## src/rtl/mem_access_pkg.sv

```systemverilog
`default_nettype none
// ============================================================================
//  Module   : mem_access_pkg
//  Purpose  : Shared constants for the load/store front-end: access-size codes,
//             FSM state encoding, the byte-to-word index shift and a helper
//             that flags illegal size/alignment combinations.
//  Revision : 1.0 - initial release
// ============================================================================
package mem_access_pkg;

    // Access-size codes carried on req_size
    localparam logic [1:0] c_sz_byte = 2'b00;
    localparam logic [1:0] c_sz_half = 2'b01;
    localparam logic [1:0] c_sz_word = 2'b10;

    // FSM state encoding
    localparam logic [1:0] c_st_idle = 2'b00;
    localparam logic [1:0] c_st_rd   = 2'b01;
    localparam logic [1:0] c_st_wr   = 2'b10;
    localparam logic [1:0] c_st_resp = 2'b11;

    // Byte address >> c_word_shift gives the 32-bit word index
    localparam int c_word_shift = 2;

    // True for an undefined size code or a half/word access that is not
    // naturally aligned. Byte accesses are always aligned.
    function automatic logic f_bad_shape(input logic [1:0] size,
                                         input logic [1:0] addr_lo);
        logic w_bad;
        w_bad = 1'b0;
        case (size)
            c_sz_byte: w_bad = 1'b0;
            c_sz_half: w_bad = addr_lo[0];
            c_sz_word: w_bad = (addr_lo != 2'b00);
            default:   w_bad = 1'b1;
        endcase
        return w_bad;
    endfunction

endpackage
`default_nettype wire

```

## src/rtl/mem_access_unit_if.sv

```systemverilog
`default_nettype none
// ============================================================================
//  Module   : mem_access_unit_if
//  Purpose  : Bundles the datapath request/response handshake and the data
//             memory bus of mem_access_unit.
//  Ports    : req_*   - request from the datapath
//             resp_*  - completion back to the datapath
//             busy    - pipeline stall
//             mem_*   - word-wide bus to the data memory
//  Modports : slave   - the access unit itself
//             master  - the environment (datapath plus memory)
//  Revision : 1.0 - initial release
// ============================================================================
interface mem_access_unit_if #(
    parameter int ADDR_W = 32
);
    logic              req_valid;
    logic              req_ready;
    logic              req_write;
    logic [1:0]        req_size;
    logic              req_signed;
    logic [ADDR_W-1:0] req_addr;
    logic [31:0]       req_wdata;

    logic              resp_valid;
    logic [31:0]       resp_rdata;
    logic              resp_err;
    logic              busy;

    logic [31:0]       mem_addr;
    logic [31:0]       mem_wdata;
    logic              mem_read;
    logic              mem_write;
    logic [31:0]       mem_rdata;

    modport slave (
        input  req_valid, req_write, req_size, req_signed, req_addr, req_wdata,
        input  mem_rdata,
        output req_ready, resp_valid, resp_rdata, resp_err, busy,
        output mem_addr, mem_wdata, mem_read, mem_write
    );

    modport master (
        output req_valid, req_write, req_size, req_signed, req_addr, req_wdata,
        output mem_rdata,
        input  req_ready, resp_valid, resp_rdata, resp_err, busy,
        input  mem_addr, mem_wdata, mem_read, mem_write
    );
endinterface
`default_nettype wire

```

## src/rtl/mem_access_unit_lane_align.sv

```systemverilog
`default_nettype none
// ============================================================================
//  Module   : lane_align
//  Purpose  : Purely combinational little-endian lane logic.
//             - o_load_data : selected byte/half of i_rdata, sign- or
//               zero-extended; whole word for word accesses.
//             - o_merge_data: i_rdata with the selected lane replaced by the
//               low bits of i_wdata; i_wdata itself for word accesses.
//  Ports    : i_addr_lo[1:0], i_size[1:0], i_is_signed, i_rdata[31:0],
//             i_wdata[31:0] -> o_load_data[31:0], o_merge_data[31:0]
//  Revision : 1.0 - initial release
// ============================================================================
module lane_align
    import mem_access_pkg::*;
(
    input  wire logic [1:0]  i_addr_lo,
    input  wire logic [1:0]  i_size,
    input  wire logic        i_is_signed,
    input  wire logic [31:0] i_rdata,
    input  wire logic [31:0] i_wdata,
    output logic      [31:0] o_load_data,
    output logic      [31:0] o_merge_data
);
    logic [7:0]  w_byte;
    logic [15:0] w_half;
    logic [4:0]  w_byte_pos;
    logic [4:0]  w_half_pos;

    // Bit offsets of the addressed byte and half lanes
    assign w_byte_pos = {i_addr_lo, 3'b000};
    assign w_half_pos = {i_addr_lo[1], 4'b0000};

    assign w_byte = i_rdata[w_byte_pos +: 8];
    assign w_half = i_rdata[w_half_pos +: 16];

    always_comb begin
        o_load_data = i_rdata;
        case (i_size)
            c_sz_byte: o_load_data = {{24{i_is_signed & w_byte[7]}}, w_byte};
            c_sz_half: o_load_data = {{16{i_is_signed & w_half[15]}}, w_half};
            default:   o_load_data = i_rdata;
        endcase
    end

    always_comb begin
        o_merge_data = i_rdata;
        case (i_size)
            c_sz_byte: o_merge_data[w_byte_pos +: 8]  = i_wdata[7:0];
            c_sz_half: o_merge_data[w_half_pos +: 16] = i_wdata[15:0];
            default:   o_merge_data = i_wdata;
        endcase
    end
endmodule
`default_nettype wire

```

## src/rtl/mem_access_unit.sv

```systemverilog
`default_nettype none
// ============================================================================
//  Module   : mem_access_unit
//  Purpose  : Load/store front-end for a word-wide data memory. Accepts one
//             request at a time, sequences single-cycle read/write strobes,
//             performs read-modify-write for byte/half stores and returns
//             extended load data. Misaligned, illegal-size and out-of-range
//             requests are answered with resp_err without touching memory.
//  Ports    : clk, rst_n (async, active-low)
//             bus (mem_access_unit_if.slave): request, response, busy and
//             memory bus signals
//  Revision : 1.0 - initial release
// ============================================================================
module mem_access_unit
    import mem_access_pkg::*;
#(
    parameter int ADDR_W    = 32,
    parameter int MEM_WORDS = 128
) (
    input  wire logic         clk,
    input  wire logic         rst_n,
    mem_access_unit_if.slave  bus
);
    logic [1:0]        r_state;
    logic [1:0]        r_addr_lo;
    logic [1:0]        r_size;
    logic              r_signed;
    logic              r_write;
    logic [31:0]       r_wdata;

    logic              r_req_ready;
    logic              r_busy;
    logic              r_resp_valid;
    logic              r_resp_err;
    logic [31:0]       r_resp_rdata;
    logic [31:0]       r_mem_addr;
    logic [31:0]       r_mem_wdata;
    logic              r_mem_read;
    logic              r_mem_write;

    logic [ADDR_W-1:0] w_word_idx;
    logic              w_req_err;
    logic [31:0]       w_word_addr;
    logic [31:0]       w_load_data;
    logic [31:0]       w_merge_data;

    assign w_word_idx  = bus.req_addr >> c_word_shift;
    assign w_req_err   = f_bad_shape(bus.req_size, bus.req_addr[1:0]) ||
                         (w_word_idx >= ADDR_W'(MEM_WORDS));
    assign w_word_addr = 32'({bus.req_addr[ADDR_W-1:2], 2'b00});

    // The lane logic sees mem_rdata directly; its outputs are only consumed
    // on the edge that ends RD, where they are registered into resp_rdata or
    // mem_wdata. Those registers therefore serve as the read buffer.
    lane_align u_lane_align (
        .i_addr_lo    (r_addr_lo),
        .i_size       (r_size),
        .i_is_signed  (r_signed),
        .i_rdata      (bus.mem_rdata),
        .i_wdata      (r_wdata),
        .o_load_data  (w_load_data),
        .o_merge_data (w_merge_data)
    );

    always_ff @(posedge clk or negedge rst_n) begin
        if (!rst_n) begin
            r_state      <= c_st_idle;
            r_addr_lo    <= 2'b00;
            r_size       <= c_sz_byte;
            r_signed     <= 1'b0;
            r_write      <= 1'b0;
            r_wdata      <= 32'd0;
            r_req_ready  <= 1'b1;
            r_busy       <= 1'b0;
            r_resp_valid <= 1'b0;
            r_resp_err   <= 1'b0;
            r_resp_rdata <= 32'd0;
            r_mem_addr   <= 32'd0;
            r_mem_wdata  <= 32'd0;
            r_mem_read   <= 1'b0;
            r_mem_write  <= 1'b0;
        end else begin
            // Strobes and the response are single-cycle pulses
            r_resp_valid <= 1'b0;
            r_mem_read   <= 1'b0;
            r_mem_write  <= 1'b0;

            case (r_state)
                c_st_idle: begin
                    if (bus.req_valid) begin
                        r_addr_lo   <= bus.req_addr[1:0];
                        r_size      <= bus.req_size;
                        r_signed    <= bus.req_signed;
                        r_write     <= bus.req_write;
                        r_wdata     <= bus.req_wdata;
                        r_req_ready <= 1'b0;
                        r_busy      <= 1'b1;
                        if (w_req_err) begin
                            r_state      <= c_st_resp;
                            r_resp_valid <= 1'b1;
                            r_resp_err   <= 1'b1;
                            r_resp_rdata <= 32'd0;
                        end else if (bus.req_write && (bus.req_size == c_sz_word)) begin
                            // Full-word store needs no read
                            r_state     <= c_st_wr;
                            r_mem_addr  <= w_word_addr;
                            r_mem_write <= 1'b1;
                            r_mem_wdata <= bus.req_wdata;
                        end else begin
                            r_state    <= c_st_rd;
                            r_mem_addr <= w_word_addr;
                            r_mem_read <= 1'b1;
                        end
                    end
                end

                c_st_rd: begin
                    if (r_write) begin
                        r_state     <= c_st_wr;
                        r_mem_write <= 1'b1;
                        r_mem_wdata <= w_merge_data;
                    end else begin
                        r_state      <= c_st_resp;
                        r_resp_valid <= 1'b1;
                        r_resp_err   <= 1'b0;
                        r_resp_rdata <= w_load_data;
                    end
                end

                c_st_wr: begin
                    r_state      <= c_st_resp;
                    r_resp_valid <= 1'b1;
                    r_resp_err   <= 1'b0;
                    r_resp_rdata <= 32'd0;
                end

                default: begin
                    // RESP: response pulse is on the bus this cycle
                    r_state     <= c_st_idle;
                    r_req_ready <= 1'b1;
                    r_busy      <= 1'b0;
                    r_resp_err  <= 1'b0;
                end
            endcase
        end
    end

    assign bus.req_ready  = r_req_ready;
    assign bus.busy       = r_busy;
    assign bus.resp_valid = r_resp_valid;
    assign bus.resp_err   = r_resp_err;
    assign bus.resp_rdata = r_resp_rdata;
    assign bus.mem_addr   = r_mem_addr;
    assign bus.mem_wdata  = r_mem_wdata;
    assign bus.mem_read   = r_mem_read;
    assign bus.mem_write  = r_mem_write;
endmodule
`default_nettype wire

```

## src/flat_wrapper.sv

```systemverilog
// flat-port wrapper written by rule: the top's interface ports become plain ports
module mem_access_unit_flat import mem_access_pkg::*;
#(
    parameter int ADDR_W    = 32,
    parameter int MEM_WORDS = 128
)
  (clk, rst_n, bus_req_valid, bus_req_write, bus_req_size, bus_req_signed, bus_req_addr, bus_req_wdata, bus_mem_rdata, bus_req_ready, bus_resp_valid, bus_resp_rdata, bus_resp_err, bus_busy, bus_mem_addr, bus_mem_wdata, bus_mem_read, bus_mem_write);
  mem_access_unit_if #(.ADDR_W(ADDR_W)) bus_i ();
  input  wire logic clk;
  input  wire logic rst_n;
  input wire logic [$bits(bus_i.req_valid)-1:0] bus_req_valid;
  input wire logic [$bits(bus_i.req_write)-1:0] bus_req_write;
  input wire logic [$bits(bus_i.req_size)-1:0] bus_req_size;
  input wire logic [$bits(bus_i.req_signed)-1:0] bus_req_signed;
  input wire logic [$bits(bus_i.req_addr)-1:0] bus_req_addr;
  input wire logic [$bits(bus_i.req_wdata)-1:0] bus_req_wdata;
  input wire logic [$bits(bus_i.mem_rdata)-1:0] bus_mem_rdata;
  output wire logic [$bits(bus_i.req_ready)-1:0] bus_req_ready;
  output wire logic [$bits(bus_i.resp_valid)-1:0] bus_resp_valid;
  output wire logic [$bits(bus_i.resp_rdata)-1:0] bus_resp_rdata;
  output wire logic [$bits(bus_i.resp_err)-1:0] bus_resp_err;
  output wire logic [$bits(bus_i.busy)-1:0] bus_busy;
  output wire logic [$bits(bus_i.mem_addr)-1:0] bus_mem_addr;
  output wire logic [$bits(bus_i.mem_wdata)-1:0] bus_mem_wdata;
  output wire logic [$bits(bus_i.mem_read)-1:0] bus_mem_read;
  output wire logic [$bits(bus_i.mem_write)-1:0] bus_mem_write;
  assign bus_i.req_valid = bus_req_valid;
  assign bus_i.req_write = bus_req_write;
  assign bus_i.req_size = bus_req_size;
  assign bus_i.req_signed = bus_req_signed;
  assign bus_i.req_addr = bus_req_addr;
  assign bus_i.req_wdata = bus_req_wdata;
  assign bus_i.mem_rdata = bus_mem_rdata;
  assign bus_req_ready = bus_i.req_ready;
  assign bus_resp_valid = bus_i.resp_valid;
  assign bus_resp_rdata = bus_i.resp_rdata;
  assign bus_resp_err = bus_i.resp_err;
  assign bus_busy = bus_i.busy;
  assign bus_mem_addr = bus_i.mem_addr;
  assign bus_mem_wdata = bus_i.mem_wdata;
  assign bus_mem_read = bus_i.mem_read;
  assign bus_mem_write = bus_i.mem_write;
  mem_access_unit #(.ADDR_W(ADDR_W), .MEM_WORDS(MEM_WORDS)) u_core (.clk(clk), .rst_n(rst_n), .bus(bus_i));
endmodule
```

## config.mk

```make
export PLATFORM = sky130hd
export DESIGN_NAME = mem_access_unit_flat
export DESIGN_NICKNAME = d
export VERILOG_FILES = /design/src/rtl/mem_access_pkg.sv /design/src/rtl/mem_access_unit_if.sv /design/src/rtl/mem_access_unit_lane_align.sv /design/src/rtl/mem_access_unit.sv /design/src/flat_wrapper.sv
export SDC_FILE = /design/constraint.sdc
export NUM_CORES = 1
export LEC_CHECK = 0
export CAP_MARGIN = 20
export CORE_AREA = 2 2 125 127
export DETAILED_ROUTE_END_ITERATION = 7
export DIE_AREA = 0 0 127 129
export PLACE_DENSITY_LB_ADDON = 0.25
export SYNTH_ARGS = -nofsm -noshare
export SYNTH_HDL_FRONTEND = slang
export SYNTH_SLANG_ARGS = --single-unit
```

## constraint.sdc

```tcl
create_clock -name clk -period 3.22 [get_ports clk]
set_input_delay 0.322 -clock clk [delete_from_list [all_inputs] [get_ports clk]]
set_output_delay 0.322 -clock clk [all_outputs]
set_load 0.01 [all_outputs]
```

==> run_results.csv <==
group,metric,value,unit
cells_and_area,drive_gt1_share,18.6,%
status,status,"finished clean",
floorplanning,die_area,16400,um2
synth,synth_cell_type_count,59,
cts,cts_setup_buffers,0,
global_route,grt_overflow_total,0,
routing,wl_per_cell,20.2,um
floorplanning,start_util,47.2,%
synth,synthArstFlopShare,100,%
synth,synth_fa_ha_area_share,1.77,%
routing,vias,5812,
timing,hold_viol_final,0,
timing,finalCritPeriodShare,79.0,%
synth,yosysSeqAreaShare,49.6,%
global_route,grt_pass1_vias,5864,
cells_and_area,syn_to_final_growth,39.1,%
cells_and_area,fillCellCount,1151,
power_and_ir_drop,max-vdd-ir-drop,0.482,mV
synth,synthFlopType,"dfrtp_1",
placement,dp_hpwl,15200,um
cts,insertion_delay,430,ps
synth,synth_cells,619,
global_route,grt_max_degree,90,
routing,ant_nets,0,
critical_path,worst_ep_required_time,3590,ps
routing,drt_iter0_markers,474,
synth,synth-edff-count,0,
cells_and_area,final_cells,1014,
synth,synth_compound_area_share,15.1,%
cts,numCtsBuffers,17,
critical_path,cp-start-kind,"flop",
placement,dp_cells,980,
critical_path,path_max_fanout,29,
placement,io_buffers,202,
timing,skew,12.5,ps
synth,synthTopCellsByCount,"dfrtp_1 (139), mux2_2 (91), nor2_1 (54), a21oi_1 (34), nand2_1 (34)",
routing,drc,0,
synth,netlist.area_leader.share,49.2,%
synth,synthMuxAreaShare,17.6,%
floorplanning,row_count,45,
critical_path,setup.worst_path.class,"reg2reg",
synth,yosys_register_bits,140,
floorplanning,ioPinCount,205,
power_and_ir_drop,power_density,919,nW/um2
floorplanning,die_w,127,um
cts,path_clk_slew,70,ps
placement,routabilityCongestion,0.911,
global_route,antenna_found_initial,0,
run,maxCapViolCount,0,
synth,synth_top_family_by_area,"multiplexers",
synth,synth_most_common_cell,"dfrtp_1",
routing,totalWireLength,20500,um
floorplanning,core,15000,um2
timing,max_slew_margin,40.3,%
cts,htreeDepth,4,
synth,avgSynthCellArea,11.4,um2
routing,via_per_inst,5.73,
floorplanning,die_h,129,um
timing,setup_tns,0,ps
synth,synth.area.top_cells,"dfrtp_1 (49%), mux2_2 (15%), nor2_1 (2.9%)",
synth,synth.largest_area_cell,"dfrtp_1",
routing,first_pass_iters,5,
global_route,grt_pass1_wl,32500,um
timing,finalSetupViolations,0,
cts,clock_sinks,140,
timing,rsz0062_at_grt,"no",
power_and_ir_drop,p_leak,4.22,nW
timing,finalCriticalPeriod,2540,ps
cells_and_area,n_antenna_cell,0,
critical_path,endpoint_kind,"flop",
timing,slew_violations,0,
timing,fmax,0.393,GHz
synth,synth-simple-area-share,12.5,%
synth,yosysWarnings,0,
timing,worst_slew_pin_slew,895,ps
cts,clock_path_buffers,2,
global_route,grt_use_total,25.7,%
cts,cts_tree,"built",
cells_and_area,finish.utilization,65.6,%
synth,syn-cell-area,7060,um2
critical_path,cp.arrival,2910,ps
synth,synth_xor_xnor_area_share,0,%
cells_and_area,layout.nets,926,
hold_path,hp-class,"in2async",
cts,cts-root-buf,"clkbuf_16",
final timing paths:
| check | depth (start not counted) | to | from | slack (ps) |
|---|---|---|---|---|
| hold reg to reg | 1 | u_core.bus.mem_wdata[6] | u_core.bus.mem_wdata[6] | 500 |
| setup reg to reg | 7 | u_core.bus.mem_wdata[27] | u_core.r_addr_lo[1] | 680 |
| max in group asynchronous | 3 | u_core.bus.mem_wdata[26] | rst_n | 1930 |
| hold / removal | 2 | u_core.bus.resp_err | rst_n | 410 |
| setup / recovery | 7 | u_core.bus.mem_wdata[27] | u_core.r_addr_lo[1] | 680 |
| min in group clk | 1 | u_core.bus.mem_wdata[6] | u_core.bus.mem_wdata[6] | 500 |
critical path, cell delays in order (launching register included):
cell,delay [ps]
dfrtp_1,350
buf_4,350
ha_1,260
nor4bb_1,750
and2_1,320
a221oi_1,110
a21oi_1,170
mux2_2,170
sequential cells by signal, indices dropped and copies added (netlist names), 2 cells and up:
| name | flops |
|---|---|
| u_core.r_addr_lo | 2 |
| u_core.bus.mem_addr | 30 |
| u_core.r_state | 2 |
| u_core.r_size | 2 |
| u_core.bus.resp_rdata | 32 |
| u_core.bus.mem_wdata | 32 |
| u_core.r_wdata | 32 |
kinds of logic (layout without fill, tap and decap cells):
group,after synthesis,count (layout)
AO/OA/AOI/OAI,141,141
AND/OR/NAND/NOR,169,169
adder cells (fa/ha/maj),10,10
buffers and inverters,52,258
other,1,2
multiplexers,106,106
flip-flops,140,140
where the power goes:
group	leakage, nW	internal, mW	total (mW)	switching, mW
sequential	1.78	2.41	2.93	0.518
combinational	2.16	2.17	4.24	2.06
clock	0.277	1.04	1.87	0.835
total	4.22	5.62	9.04	3.42
per-layer routing:
layer / global-route usage (%) / vias up / share of wire [%]
met2: 40.5 / 246 / 47
met5: 0 / - / 0
met1: 34.9 / 2857 / 43
li1: - / 2675 / -
met4: 8.86 / 0 / 2.1
met3: 6.74 / 34 / 7.9
repair_timing:
item	in CTS	in global routing
endpoints found under the hold margin	50	0
gates resized for setup	0	0
hold buffers	1	0
setup endpoints to repair	0	0
stage by stage:
stage	worst slack [ps]	total power, mW	hold slack [ps]	area [um2]
2_1_floorplan	827	5.47	26.4	7070
3_3_place_gp	436	7.05	302	9230
3_5_place_dp	306	7.16	304	9240
4_1_cts	584	9.07	425	9810
5_1_grt	482	9.60	460	9830
6_report	677	9.04	409	9830
layout make-up:
cell class | count | area (um2) | area share [%]
timing repair buffer | 216 | 2160 | 21.9
tap | 188 | 235 | 2.39
sequential | 140 | 3500 | 35.7
clock inverter | 14 | 123 | 1.25
clock buffer | 18 | 439 | 4.47
inverter | 10 | 37.5 | 0.382
multi-input combinational | 428 | 3330 | 33.9
layout by cell type (no fill, tap or decap), types with 3 or more instances in the layout:
| cell type | instances |
|---|---|
| nor2b_1 | 27 |
| nor4_1 | 7 |
| ha_1 | 9 |
| o221ai_1 | 3 |
| inv_6 | 8 |
| nand2_1 | 34 |
| mux2i_1 | 8 |
| clkbuf_16 | 17 |
| mux4_2 | 5 |
| nor2_1 | 54 |
| a21boi_0 | 10 |
| o22ai_1 | 5 |
| nor3_1 | 5 |
| a21oi_1 | 34 |
| a22oi_1 | 20 |
| nand2b_1 | 18 |
| dfrtp_1 | 139 |
| buf_4 | 11 |
| clkdlybuf4s50_1 | 201 |
| o21ai_0 | 8 |
| a221oi_1 | 23 |
| nor4b_1 | 7 |
| a22o_1 | 16 |
| a221o_1 | 5 |
| mux2_2 | 91 |
| inv_1 | 10 |
No activity file was read; power rests on OpenSTA's default activity.
